## src/rtl/pipe_ctrl_pkg.sv

```systemverilog
// Shared constants for the pipeline stall/flush controller: exception codes,
// vector offsets and the store-handshake state encoding.
package pipe_ctrl_pkg;

  localparam logic [31:0] EXC_NONE = 32'h00;
  localparam logic [31:0] EXC_INT  = 32'h01;
  localparam logic [31:0] EXC_SYS  = 32'h08;
  localparam logic [31:0] EXC_RI   = 32'h0a;
  localparam logic [31:0] EXC_OV   = 32'h0c;
  localparam logic [31:0] EXC_TR   = 32'h0d;
  localparam logic [31:0] EXC_ERET = 32'h0e;
  localparam logic [31:0] EXC_TLB  = 32'h0f;

  localparam logic [31:0] VEC_INT_OFS = 32'h180;
  localparam logic [31:0] VEC_GEN_OFS = 32'h42c;

  typedef enum logic [1:0] {
    ST_IDLE   = 2'd0,
    ST_WAIT   = 2'd1,
    ST_STROBE = 2'd2
  } store_state_e;

endpackage

```

## src/rtl/exc_vector_sel.sv

```systemverilog
// Exception code to redirect PC mux; yields 0 when no exception is pending.
import pipe_ctrl_pkg::*;

module exc_vector_sel #(
  parameter int            AW    = 32,
  parameter logic [AW-1:0] EBASE = AW'(32'h80001000)
) (
  input  logic [31:0]   excepttype,
  input  logic [AW-1:0] epc,
  output logic [AW-1:0] new_pc
);

  // Sums are AW bits wide and wrap naturally.
  always_comb begin
    case (excepttype)
      EXC_NONE: new_pc = '0;
      EXC_INT:  new_pc = EBASE + AW'(VEC_INT_OFS);
      EXC_ERET: new_pc = epc;
      default:  new_pc = EBASE + AW'(VEC_GEN_OFS);
    endcase
  end

endmodule

```

## src/rtl/pipe_ctrl_gen.sv

```systemverilog
// Parametrised pipeline stall/flush controller with store-handshake FSM.
// Optional perf counters are built when PIPE_CTRL_PERF_EN is defined.
import pipe_ctrl_pkg::*;

module pipe_ctrl_gen #(
  parameter int            STAGES     = 6,
  parameter int            MEM_STAGE  = 4,
  parameter int            STORE_WAIT = 1,
  parameter int            AW         = 32,
  parameter logic [AW-1:0] EBASE      = AW'(32'h80001000)
) (
  input  logic              clk,
  input  logic              rst,
  input  logic [STAGES-1:0] stallreq_i,
  input  logic              mem_we_i,
  input  logic [31:0]       excepttype_i,
  input  logic [AW-1:0]     cp0_epc_i,
  output logic [STAGES-1:0] stall_o,
  output logic              flush_o,
  output logic [AW-1:0]     new_pc_o,
  output logic              mem_we_o,
  output logic              store_busy_o
`ifdef PIPE_CTRL_PERF_EN
  ,
  input  logic              perf_clr_i,
  output logic [31:0]       stall_cycles_o,
  output logic [31:0]       flush_count_o
`endif
);

  localparam logic [STAGES-1:0] ONES     = '1;
  localparam logic [STAGES-1:0] MASK_MEM = ONES >> (STAGES - 1 - MEM_STAGE);
  localparam logic [STAGES-1:0] MASK_STB = ONES >> (STAGES - MEM_STAGE);

  store_state_e      state;
  logic [3:0]        cnt;
  logic              exc;
  logic              hold;
  logic [STAGES-1:0] req_mask;
  logic [STAGES-1:0] store_mask;
  logic [AW-1:0]     vec_pc;

  assign exc  = |excepttype_i;
  assign hold = |stallreq_i;

  exc_vector_sel #(.AW(AW), .EBASE(EBASE)) u_vec (
    .excepttype (excepttype_i),
    .epc        (cp0_epc_i),
    .new_pc     (vec_pc)
  );

  always_comb begin
    req_mask = '0;
    for (int k = 0; k < STAGES; k++)
      if (stallreq_i[k]) req_mask |= ONES >> (STAGES - 1 - k);
  end

  // The store sequence starts combinationally in the IDLE cycle it is seen.
  always_comb begin
    case (state)
      ST_IDLE:   store_mask = (mem_we_i && !hold) ? MASK_MEM : '0;
      ST_WAIT:   store_mask = MASK_MEM;
      ST_STROBE: store_mask = MASK_STB;
      default:   store_mask = '0;
    endcase
  end

  always_comb begin
    stall_o      = '0;
    flush_o      = 1'b0;
    new_pc_o     = '0;
    mem_we_o     = 1'b0;
    store_busy_o = 1'b0;
    if (!rst) begin
      store_busy_o = (state != ST_IDLE);
      if (exc) begin
        flush_o  = 1'b1;
        new_pc_o = vec_pc;
      end else begin
        stall_o  = req_mask | store_mask;
        mem_we_o = (state == ST_STROBE) && mem_we_i && !hold;
      end
    end
  end

  // The IDLE entry cycle is the first wait cycle, so WAIT lasts STORE_WAIT-1.
  always_ff @(posedge clk) begin
    if (rst) begin
      state <= ST_IDLE;
      cnt   <= 4'd0;
    end else if (exc) begin
      state <= ST_IDLE;
      cnt   <= 4'd0;
    end else if (!hold) begin
      case (state)
        ST_IDLE: begin
          if (mem_we_i) begin
            state <= (STORE_WAIT == 1) ? ST_STROBE : ST_WAIT;
            cnt   <= 4'(STORE_WAIT - 1);
          end
        end
        ST_WAIT: begin
          if (!mem_we_i) begin
            state <= ST_IDLE;
            cnt   <= 4'd0;
          end else begin
            cnt <= cnt - 4'd1;
            if (cnt == 4'd1) state <= ST_STROBE;
          end
        end
        ST_STROBE: state <= ST_IDLE;
        default:   state <= ST_IDLE;
      endcase
    end
  end

`ifdef PIPE_CTRL_PERF_EN
  always_ff @(posedge clk) begin
    if (rst || perf_clr_i) begin
      stall_cycles_o <= '0;
      flush_count_o  <= '0;
    end else begin
      if ((|stall_o) && (stall_cycles_o != 32'hFFFF_FFFF))
        stall_cycles_o <= stall_cycles_o + 32'd1;
      if (flush_o && (flush_count_o != 32'hFFFF_FFFF))
        flush_count_o <= flush_count_o + 32'd1;
    end
  end
`endif

endmodule
```

## config.mk

```make
export PLATFORM = sky130hd
export DESIGN_NAME = pipe_ctrl_gen
export DESIGN_NICKNAME = d
export VERILOG_FILES = /design/src/rtl/pipe_ctrl_pkg.sv /design/src/rtl/exc_vector_sel.sv /design/src/rtl/pipe_ctrl_gen.sv
export SDC_FILE = /design/constraint.sdc
export NUM_CORES = 1
export LEC_CHECK = 0
export ABC_CLOCK_PERIOD_IN_PS = 1400
export BUFFER_PORTS_ARGS = -buffer_cell sky130_fd_sc_hd__buf_4
export CAP_MARGIN = 20
export CORE_AREA = 2 2 54 56
export CTS_CLUSTER_SIZE = 8
export DETAILED_ROUTE_END_ITERATION = 7
export DIE_AREA = 0 0 56 58
export PLACE_DENSITY = 0.74
export SLEW_MARGIN = 0
export SYNTH_ARGS = -nofsm -noshare
export SYNTH_HDL_FRONTEND = slang
export SYNTH_SLANG_ARGS = --single-unit
```

## constraint.sdc

```tcl
create_clock -name clk -period 1.4 [get_ports clk]
set_input_delay 0.14 -clock clk [delete_from_list [all_inputs] [get_ports clk]]
set_output_delay 0.14 -clock clk [all_outputs]
set_load 0.02 [all_outputs]
```

* Word-level counts from Yosys, hierarchy flattened
Index checks and enable logic that the tools add are counted.
Storage, ports and cells: bits in registers 6, output and inout port bits 41
Cells by class: add/sub/neg operators 1, equal/unequal tests 7, mux-type cells 25, bitwise operators 2, reductions and logical operators 13
Operators with widths (number):
- 32-bit one-hot mux with 3 select lines | 1
- 32-bit 2-to-1 mux | 2
- 33-bit OR reduction | 1
- 32-bit by 1-bit == test with 1-bit output (second input constant) | 1
- 32-bit by 4-bit == test with 1-bit output (second input constant) | 1
- 32-bit zero test | 1
- 32-bit OR reduction | 1
- 6-bit 2-to-1 mux | 3
- 5-bit one-hot mux with 3 select lines | 1
- 4-bit 2-to-1 mux | 3
- 5-bit 2-to-1 mux | 2
- 2-bit 2-to-1 mux | 4
- 4-bit one-hot mux with 2 select lines | 1
- 1-bit 2-to-1 mux | 6
- 6-bit OR | 1
- 3-bit AND reduction | 2
- 6-bit OR reduction | 1
- 4-bit by 1-bit == test with 1-bit output (second input constant) | 1
- 2-bit one-hot mux with 2 select lines | 1
- 2-bit nonzero test | 2
- 4-bit by 1-bit subtractor with 4-bit output (second input constant) | 1
- 1-bit logical AND | 3
- 3-bit 2-to-1 mux | 1
- 3-bit inequality test (second input constant) | 1
- other kinds (6) | 6

* Longest topological paths before layout
Gate-level depths: netlist (run 1).
depth in word-level cells 9, mapped depth 5, gate-level depth less buffers 4

* By module
A second synthesis (run 1) with hierarchy kept.
Unflattened totals: cell total of the unflattened synthesis 203, area, all modules 1437.6 µm²
By module, submodules not included:
- pipe_ctrl_gen | times used 1, cells each 113, area an instance 789.5 µm², sequential area each 20.0 µm²
- exc_vector_sel | times used 1, cells each 90, area an instance 648.1 µm², sequential area each 0.0 µm²

* Least setup slack after synthesis (run 1)
OpenSTA, ideal clock, no wires.
path type input -> output, start input port excepttype_i[14], end output port new_pc_o[7], data arrival time 1547 ps, required time 1260 ps, setup slack -287 ps, stages on the path 5, buffers on the path 1, cells stage by stage nor4_1 nand4_1 nor3_2 buf_4 a21boi_0
On the way: cells in the longest elaborated chain, start to end 4, elaborated cells between the ends (all ways) 7, classes of those cells eq/ne (2); mux (3); reduce/logical (2)
Ends and longest elaborated chain:
- start: declaration | RTL line pipe_ctrl_gen.sv:16 | input logic [31:0] excepttype_i,
- 32-bit by 4-bit == test with 1-bit output (tied with other cells) | RTL line exc_vector_sel.sv:15 | case (excepttype)
- 32-bit one-hot mux with 3 select lines | RTL line exc_vector_sel.sv:15
- 32-bit 2-to-1 mux (*) | RTL line pipe_ctrl_gen.sv:76 | if (exc) begin
- 32-bit 2-to-1 mux (*) | RTL line pipe_ctrl_gen.sv:74 | if (!rst) begin
- end: declaration | RTL line pipe_ctrl_gen.sv:20 | output logic [AW-1:0] new_pc_o,
Every way passes the cells marked *; elsewhere a longest branch is shown, timed or not.

* Final worst setup path (run 1)
start input port stallreq_i[5], end output port stall_o[0]
On the way: cells in the longest elaborated chain, start to end 8, elaborated cells between the ends (all ways) 9, classes of those cells mux (5); bitwise (1); reduce/logical (3)
Ends and longest elaborated chain:
- start: declaration | RTL line pipe_ctrl_gen.sv:14 | input logic [STAGES-1:0] stallreq_i,
- 6-bit OR reduction | RTL line pipe_ctrl_gen.sv:44 | assign hold = |stallreq_i;
- 1-bit zero test
- 1-bit logical AND | RTL line pipe_ctrl_gen.sv:61 | ST_IDLE: store_mask = (mem_we_i && !hold) ? MASK_MEM : '0;
- 5-bit 2-to-1 mux | RTL line pipe_ctrl_gen.sv:61
- 5-bit one-hot mux with 3 select lines | RTL line pipe_ctrl_gen.sv:60 | case (state)
- 6-bit OR (*) | RTL line pipe_ctrl_gen.sv:80 | stall_o = req_mask | store_mask;
- 6-bit 2-to-1 mux (*) | RTL line pipe_ctrl_gen.sv:76
- 6-bit 2-to-1 mux (*) | RTL line pipe_ctrl_gen.sv:74
- end: declaration | RTL line pipe_ctrl_gen.sv:18 | output logic [STAGES-1:0] stall_o,
Marks and branches as above.

==> flow_metrics.tcl, run 1 <==
set metrics [dict create \
    status "finished, violations left" \
    violations "setup timing" \
    critPathSlowestCell "or4_4" \
    post-route-cell-area_sq_um 1720 \
    vdd_drop_max_uv 166 \
    path_common_cell "buf_6" \
    ys.flop_type "dfxtp_1" \
    die_w_um 56 \
    worst_pin_slew_ps 228 \
    io_buffer_count 113 \
    top_regs "state x1" \
    antenna_found_initial 0 \
    holdCritPathClass "input pin to output pin" \
    fin_crit_sh_pct 116 \
    largest_reg_flops 1 \
    end_kind "output pin" \
    synthCells 87 \
    period_needed_ps 1620 \
    die_h_um 58 \
    drtIter0Drc 16 \
    crit_family "simple AND/OR/NAND/NOR gates" \
    synth.area.top_cells "and3_1, nor4_1, a21oi_1" \
    ant_nets 0 \
    dp_cells 234 \
    dpl_cell_area_sq_um 1570 \
    drive_above_1_share_pct 82.0 \
    skew_ps 0 \
    synthToLayoutAreaGrowth_pct 209 \
    power_leakage_uw 0.000955 \
    postCtsHoldBufs 0 \
    final_nets 281 \
    fillers 214 \
    gr-usage-all-layers_pct 18.3 \
    path_class "input pin to output pin" \
    grt_max_degree 27 \
    synthTopCellsByCount "and3_1, a21oi_1, nor4_1, clkbuf_1" \
    slew_violations 0 \
    synth_area_sq_um 558 \
    synth.top_cell.area_share_pct 29.1 \
    critical_path.max_fanout 3 \
    worstPathRequired_ps 1260 \
    crit_chain "buf_6 -> or3_4 -> or4_4 -> o311a_4 -> buf_6" \
    async_flop_share_pct 0 \
    crit_path_max_incr_delay_ps 430 \
    yosysSeqAreaShare_pct 3.59 \
    slew-limit-headroom_pct 84.7 \
    met1_usage_pct 20.2 \
    tns_ps -6770 \
    fmax_ghz 0.618 \
    grt_busiest_layer "met2" \
    clk_latency_ps 0 \
    rsz0062_at_grt "true" \
    arrival_ps 1480 \
    place.gp.congestion 0.783 \
    synth-edff-count 0 \
    grt_pass1_vias 1166 \
    setup_ws_ps -219 \
    maxCapViolations 0 \
    use_met3_pct 4.24 \
    top_register "state" \
    yosys_register_bits 1 \
    p_per_area_nw_per_um2 177 \
    cp_num_buf_inv 2 \
    drc 0 \
    synth_most_common_cell "and3_1" \
    core_sq_um 2660 \
    synth-warning-count 0 \
    overflow 0 \
    avgSynthCellArea_sq_um 6.41 \
    place_hpwl_um 2430 \
    dr.pass1.iters 4 \
    grt_pass1_wl_um 5020 \
    grtUsageMet2_pct 37.5 \
    wire_per_inst_um 13.0 \
    stdcell_count 237 \
    wl_um 3090 \
    vias 1155 \
    num_rows 19 \
    ys_types 31 \
    startpoint_type "input pin" \
    viasPerCell 4.87 \
    synth_top_area_cell "and3_1" \
    finalHoldViolations 0 \
    num_antenna_cells 0 \
    ios 114 \
    setup_viol 41 \
    start_util_pct 21.0 \
    syn-num-nets 160 \
    dieArea_sq_um 3250 \
]
[cell families after synthesis]
group           share of synthesized area [%]
compound gates                           22.4
simple gates                             66.8
flops                                    3.59
buf+inv                                  7.18
[routing by layer]
layer  vias to the layer above  share of wire [%]  wire length (um)
met5                         -                  0                 0
met3                         0                 12               380
met2                        75                 53              1630
met1                       503                 35              1070
li1                        577                  -                 -
met4                         0                  0                 0
[timing repair]
action / 4_1_cts / 5_1_grt
resized for setup: 15 / 13
buffers inserted: 3 / 1
pin swaps: 3 / 4
endpoints found under the hold margin: 0 / 0
cloned: 1 / 0
setup endpoints to repair: 34 / 41
[worst reg2reg max path, stage by stage (launching register included)]
cell	delay [ps]
dfxtp_1	420
nor2_2	80
o211a_1	220
[through the flow]
stage | hold WS (ps) | setup slack (ps) | util (%) | power, uW
6_report | 612 | -219 | 64.8 | 304
5_1_grt | 618 | -279 | 64.8 | 325
4_1_cts | 612 | -243 | 63.7 | 294
3_5_place_dp | 600 | -301 | 59.0 | 278
3_3_place_gp | 589 | -253 | 59.0 | 272
2_1_floorplan | 357 | -18.9 | - | 79.5
[worst paths after layout]
check	from	to	slack [ps]	cells past startpoint
worst max-delay path	stallreq_i[5]	stall_o[0]	-220	5
worst max register to register	state[1]$_SDFFE_PP0P_	state[1]$_SDFFE_PP0P_	560	2
worst min register to register	state[1]$_SDFFE_PP0P_	state[1]$_SDFFE_PP0P_	700	2
worst min-delay path	cp0_epc_i[1]	new_pc_o[1]	610	3
[where the power goes]
part / internal, uW / total, uW / switching (uW)
clock: 0 / 0 / 0
combinational: 178 / 275 / 97.1
sequential: 29.1 / 29.1 / 0.000000000139
[cell type report]
cell class,count,area (sq um),share of cell area (%)
tap,31,38.8,2.25
multi-input combinational,77,647,37.5
sequential,1,20.0,1.16
timing repair buffer,127,1010,58.9
inverter,1,3.75,0.218
[layout by cell type (no fill, tap or decap), drive strengths merged]
master and n:
buf 127, and3 27, a21oi 7, nor4 7
nor2 5, nand2 4, o21ai 4, o211a 2
o22ai 2, a21boi 2, or3 2, nand3 2
nor3 2, o311a 2, nand4bb 1, nand4 1
nand2b 1, or4 1, and4b 1, nand4b 1
nor2b 1, inv 1, and4 1, and2 1
dfxtp 1
Note: power is estimated with default switching activity, not from simulation.
==> run 2: changes to the inputs <==
- SETUP_SLACK_MARGIN: not set -> 0.5
==> run 2 against run 1 <==
Compared with the run above:
- the run still ends with setup timing left
- sequential share of layout area shrank 0.22 points
- combinational power rose by 12%
- via count is 5.3% higher
- sequential power about the same
- global-route usage up 2.4 points
- setup slack worse by 68 ps
- clock skew stayed put
- final cell count is 0.84% higher
- power is 10% higher
- design area up 24%
- worst hold slack lost 69 ps
- critical path depth up 3
==> flow_metrics.tcl, run 2 (synthesis gave the netlist of run 1 again) <==
set metrics [dict create \
    status "finished, violations left" \
    violations "setup timing" \
    total_power_uw 336 \
    end_kind "output pin" \
    maxCapViolations 0 \
    clk_latency_ps 0 \
    fmax_ghz 0.593 \
    holdCritPathClass "input pin to flip-flop" \
    ant_nets 0 \
    grt_pass1_wl_um 5580 \
    overflow 0 \
    grt_max_degree 24 \
    path_class "input pin to output pin" \
    place.gp.congestion 0.791 \
    ios 114 \
    num_rows 19 \
    core_sq_um 2660 \
    largest_reg_flops 1 \
    met1_usage_pct 23.8 \
    seqPwrFrac_pct 8.7 \
    die_h_um 58 \
    p_per_area_nw_per_um2 157 \
    place_hpwl_um 2390 \
    drc 0 \
    top_register "state" \
    clkPwrFrac_pct 0 \
    antenna_found_initial 0 \
    final_nets 283 \
    top_regs "state x1" \
    worst_pin_slew_ps 306 \
    skew_ps 0 \
    period_needed_ps 1690 \
    slew-limit-headroom_pct 79.4 \
    finalHoldViolations 0 \
    grt_pass1_vias 1172 \
    arrival_ps 1550 \
    wire_per_inst_um 15.2 \
    fin_crit_sh_pct 120 \
    p_comb_share_pct 91.3 \
    drtIter0Drc 7 \
    setup_ws_ps -286 \
    startpoint_type "input pin" \
    critical_path.max_fanout 7 \
    dr.pass1.iters 4 \
    internal_power_uw 217 \
    register_area_sq_um 20.0 \
    vdd_drop_max_uv 214 \
    num_antenna_cells 0 \
    slew_violations 0 \
    setup_viol 39 \
    dp_cells 232 \
    dieArea_sq_um 3250 \
    power_leakage_uw 0.000980 \
    stdcell_count 239 \
    vias 1216 \
    rsz0062_at_grt "true" \
    switchingPower_uw 119 \
    start_util_pct 21.0 \
    multi_input_area_sq_um 851 \
    postCtsHoldBufs 0 \
    swShare_pct 35.3 \
    grt_busiest_layer "met2" \
    clkTransAtPathRegs_ps 0 \
    grtUsageMet2_pct 40.8 \
    fillers 175 \
    final_cell_mix "buf_4, buf_6, and3_4" \
    synthToLayoutAreaGrowth_pct 283 \
    use_met3_pct 5.13 \
    gr-usage-all-layers_pct 20.7 \
    worstPathRequired_ps 1260 \
    final_common_cell "buf_4" \
    io_buffer_count 113 \
    die_w_um 56 \
    viasPerCell 5.09 \
    wl_um 3630 \
    drive_above_1_share_pct 88.9 \
]
-- run 2: area by class of cell --
type | instances | area share, %
Inverter | 1 | 0.176
Multi-Input combinational cell | 78 | 39.8
Timing Repair Buffer | 128 | 57.3
Sequential cell | 1 | 0.936
Tap cell | 31 | 1.81
-- run 2: power groups by stage --
| stage | Clock (uW) | Combinational (uW) | Sequential [uW] |
|---|---|---|---|
| 3_3_place_gp | 0 | 252 | 29.1 |
| 2_1_floorplan | 0 | 55.2 | 29.1 |
| 5_1_grt | 0 | 327 | 29.1 |
| 6_report | 0 | 307 | 29.1 |
| 3_5_place_dp | 0 | 257 | 29.1 |
| 4_1_cts | 0 | 294 | 29.1 |
-- run 2: timing repair --
| item | 4_1_cts | 5_1_grt |
|---|---|---|
| cloned | 2 | 2 |
| setup buffers | 2 | 1 |
| pin swaps | 7 | 15 |
| resized for setup | 65 | 18 |
| endpoints found under the setup margin | 41 | 41 |
-- run 2: worst max-delay path: stages --
cell and delay [ps]:
buf_4 120, nor4_4 240, nand4_1 210, nor3_4 250, buf_6 160, clkbuf_16 140
and3_4 170, buf_6 110
-- run 2: stage by stage --
stage	area [sq um]	setup slack (ps)	util [%]	hold WS, ps	setup TNS (ps)
after floorplan	741	-18.8	-	343	-36.4
after global placement	1690	-258	63.3	517	-7600
after detailed placement	1690	-311	63.3	529	-9880
after CTS	2000	-275	75.1	544	-8490
after global routing	2140	-393	80.3	573	-13650
final	2140	-286	80.3	543	-9010
-- run 2: worst paths after layout --
path                               from                     to  slack (ps)  cells after the start
hold reg to reg   state[1]$_SDFFE_PP0P_  state[1]$_SDFFE_PP0P_         720                      2
setup / recovery       excepttype_i[17]           new_pc_o[20]        -290                      8
hold / removal          excepttype_i[0]  state[1]$_SDFFE_PP0P_         540                      3
setup reg to reg  state[1]$_SDFFE_PP0P_  state[1]$_SDFFE_PP0P_         440                      3
-- run 2: metal layers --
layer  vias up  part of all wire (%)
met1       548                    35
li1        585                     -
met2        83                    54
met3         0                    11
met5         -                     0
met4         0                     0
